===== src/rtl/lo_quadrature_divider_pkg.sv =====
// rtl/lo_quadrature_divider_pkg.sv - constants and state type for the LO quadrature divider
package lo_quadrature_divider_pkg;

  localparam int SYNC_STAGES = 2;

  typedef enum logic {
    ST_IDLE = 1'b0,
    ST_RUN  = 1'b1
  } lo_state_t;

endpackage


===== src/rtl/lo_quadrature_divider.sv =====
// rtl/lo_quadrature_divider.sv - divide-by-2 I/Q clock generator with glitch-free enable and sideband swap
module lo_quadrature_divider
  import lo_quadrature_divider_pkg::*;
(
  input  logic i_clk_2f,
  input  logic i_reset,
  input  logic i_enable,
  input  logic i_swap,
  output logic o_clk_i,
  output logic o_clk_q,
  output logic o_running
);

  logic [SYNC_STAGES-1:0] en_sync_r;
  logic                   en_sync;
  lo_state_t              state;
  logic                   swap_r;
  logic                   i_int;
  logic                   q_int;
  logic                   boundary;

  assign en_sync  = en_sync_r[SYNC_STAGES-1];
  assign boundary = ~i_int & ~q_int;

  always_ff @(posedge i_clk_2f or posedge i_reset) begin
    if (i_reset) begin
      en_sync_r <= '0;
    end else begin
      en_sync_r <= {en_sync_r[SYNC_STAGES-2:0], i_enable};
    end
  end

  // Run and swap only change while both phase flops are low, so no runt pulse can escape.
  always_ff @(posedge i_clk_2f or posedge i_reset) begin
    if (i_reset) begin
      state  <= ST_IDLE;
      swap_r <= 1'b0;
      i_int  <= 1'b0;
    end else begin
      case (state)
        ST_IDLE: begin
          i_int <= 1'b0;
          if (boundary) begin
            swap_r <= i_swap;
            if (en_sync) begin
              state <= ST_RUN;
            end
          end
        end
        ST_RUN: begin
          if (boundary) begin
            swap_r <= i_swap;
            if (en_sync) begin
              i_int <= ~i_int;
            end else begin
              state <= ST_IDLE;
              i_int <= 1'b0;
            end
          end else begin
            i_int <= ~i_int;
          end
        end
        default: begin
          state <= ST_IDLE;
          i_int <= 1'b0;
        end
      endcase
    end
  end

  // Half-period delayed copy of I gives the 90 degree phase at f_LO.
  always_ff @(negedge i_clk_2f or posedge i_reset) begin
    if (i_reset) begin
      q_int <= 1'b0;
    end else begin
      q_int <= i_int;
    end
  end

  assign o_clk_i   = swap_r ? q_int : i_int;
  assign o_clk_q   = swap_r ? i_int : q_int;
  assign o_running = (state == ST_RUN);

endmodule


===== config.mk =====
export PLATFORM = sky130hd
export DESIGN_NAME = lo_quadrature_divider
export DESIGN_NICKNAME = d
export VERILOG_FILES = /design/src/rtl/lo_quadrature_divider_pkg.sv /design/src/rtl/lo_quadrature_divider.sv
export SDC_FILE = /design/constraint.sdc
export NUM_CORES = 1
export LEC_CHECK = 0
export CAP_MARGIN = 20
export CORE_AREA = 3 3 40 42
export DETAILED_ROUTE_END_ITERATION = 6
export DIE_AREA = 0 0 43 45
export DONT_BUFFER_PORTS = 1
export GPL_TIMING_DRIVEN = 0
export PLACE_DENSITY = 0.4
export SETUP_SLACK_MARGIN = 0.05
export SYNTH_ARGS = -nofsm -noshare
export SYNTH_HDL_FRONTEND = slang
export SYNTH_SLANG_ARGS = --single-unit

===== constraint.sdc =====
create_clock -name i_clk_2f -period 1 [get_ports i_clk_2f]
set_input_delay 0.1 -clock i_clk_2f [delete_from_list [all_inputs] [get_ports i_clk_2f]]
set_output_delay 0.1 -clock i_clk_2f [all_outputs]
set_load 0.1 [all_outputs]

==> flow_summary.json, run 1 <==
{
  "outcome": "finished, violations left",
  "violations": "negative setup slack",
  "vias_per_cell": 3.68,
  "coreArea_um2": 1280,
  "path_max_fanout": 3,
  "crit_family": "flip-flops",
  "nets": 27,
  "fin_setup_tns_ns": -2.79,
  "clk_latency_ns": 0.25,
  "hold_viol": 0,
  "grt_pass1_wl_um": 627,
  "io_pins": 7,
  "rows": 13,
  "setup_viol": 6,
  "crit_chain": "mux2_4",
  "rsz0062_at_grt": "true",
  "slew_violations": 0,
  "synth_seq_cells": 6,
  "drtPass1Iterations": 2,
  "hold_class": "in2async",
  "drv_cap": 0,
  "ys_seq_area_frac": 0.694,
  "crit_arrival_ns": 1.53,
  "tightest_slew_ns": 0.316,
  "synth_edf_count": 0,
  "start_util": 0.168,
  "io_buffers": 0,
  "drt-total-wl_um": 367,
  "worstSetupPathType": "reg2out",
  "async_flop_share": 1.00,
  "vias": 136,
  "wl_per_cell_um": 9.92,
  "synth_top_area_frac": 0.578,
  "syn_nets": 18,
  "place_ws_ns": -0.460,
  "grt_start_max_net_pins": 7,
  "ant_nets": 0,
  "syn_avg_cell_area_um2": 15.5,
  "relSlewSlack": 0.789,
  "drtIter0Drc": 5,
  "cts_buffers": 3,
  "endpoint_kind": "output port",
  "worst_slack_ns": -0.629,
  "antenna_found_initial": 0,
  "cts-root-buf": "clkbuf_4",
  "gr-total-overflow": 0,
  "cp-start-kind": "flop",
  "netlist_instances": 14,
  "crit_path_max_incr_delay_ns": 0.42,
  "die_w_um": 43,
  "clock_sinks": 6,
  "yosysTopAreaCell": "dfrtp_1",
  "clk_pin_slew_ns": 0.04,
  "placed_area_um2": 243,
  "whs_ns": 0.210,
  "yosys_warnings": 0,
  "areaGrowthSynthToFinish_pct": 51.4,
  "cts_buffer_depth": 2,
  "grt_pass1_vias": 156,
  "remaining_drc_errors": 0,
  "drive_above_1_share": 0.500,
  "cp_slowest_cell": "dfrtn_1",
  "finClkSkew_ns": 0.0119,
  "worstPathRequired_ns": 0.90,
  "gp_congestion": 0.641,
  "h-tree-depth": 1,
  "synthFlopType": "dfrtp_1",
  "synth_cell_types": 7,
  "syn_area_um2": 216,
  "yosysMostFrequentCell": "dfrtp_1",
  "synthTopCellsByCount": "dfrtp_1 (5), mux2_1 (4)",
  "antenna_cells": 0,
  "grt.total_usage": 0.0513,
  "ys_top_cells_by_area": "dfrtp_1 (58%), mux2_1 (21%), dfrtn_1 (12%), nor3b_1 (3.5%), nor2_2 (2.9%)",
  "dieArea_um2": 1940,
  "crit_buf_inv": 0,
  "die_h_um": 45,
  "final_area_um2": 328,
  "cts_tree": "done"
}
-- cell families after synthesis --
| kind of cell | after synthesis | synth area share |
|---|---|---|
| muxes | 4 | 0.208 |
| DFF | 6 | 0.694 |
| buffers and inverters | 1 | 0.0173 |
| and+or+nand+nor | 3 | 0.0809 |
-- routing by layer --
metal,vias to the layer above,routed length [um],global-route usage
met1,63,142,0.0446
met3,2,44,0.0478
met2,8,169,0.0749
met5,-,0,0
met4,0,10,0.0361
li1,63,-,-
-- stage by stage --
stage,instances,util
global route,37,0.255
floorplan,14,-
global placement,29,0.189
CTS,37,0.251
detailed placement,29,0.189
finish,37,0.255
-- path summary, 6_finish.rpt --
path / from / to / slack, ns / cells past startpoint
max: q_int / o_clk_q / -0.63 / 1
min: i_reset / asynchronous set/reset pin / 0.21 / 2
max reg2reg: q_int / swap_r / -0.54 / 3
min reg2reg: en_sync_r[0] / en_sync_r[1] / 0.35 / 0
max in group asynchronous: i_reset / q_int / 0.19 / 2
min in group i_clk_2f: en_sync_r[0] / en_sync_r[1] / 0.35 / 0
-- cell usage in the layout (no fill, tap or decap) --
cell	count
nor2_1	1
nor3b_2	1
clkbuf_1	1
dlygate4sd3_1	3
inv_1	1
dfrtp_1	4
dfrtn_1	1
nor2_4	1
buf_4	1
dfrtp_4	1
mux2_4	4
clkbuf_4	3
-- final cells by class --
| cell class | instances | area (um^2) |
|---|---|---|
| fillers | 138 | 957 |
| well taps | 15 | 18.8 |
| repair buffers | 4 | 37.5 |
| clock buffers | 4 | 26.3 |
| flip-flops and latches | 6 | 154 |
| multi-input cells | 7 | 87.6 |
| inverters | 1 | 3.75 |
-- repair_timing --
| action | CTS | global route |
|---|---|---|
| resized for setup | 5 | 1 |
| pin swaps | 0 | 0 |
| endpoints found under the hold margin | 7 | 0 |
| setup endpoints to repair | 7 | 7 |
| hold buffers | 3 | 0 |
| buffers inserted | 1 | 0 |
Power of run 1 is not shown: default switching activity piles up to over one toggle a cycle in this logic, so the estimate is an artifact.
==> run 2, diff against run 1 <==
--- a/config.mk
+++ b/config.mk
@@ -13,6 +13,7 @@
 export GPL_TIMING_DRIVEN = 0
 export PLACE_DENSITY = 0.4
 export SETUP_SLACK_MARGIN = 0.05
+export SLEW_MARGIN = 20
 export SYNTH_ARGS = -nofsm -noshare
 export SYNTH_HDL_FRONTEND = slang
 export SYNTH_SLANG_ARGS = --single-unit
==> results of run 2 <==
No change in the layout: final DEF, timing and power equal those of run 1.
Power of run 2 is left out for the same reason.
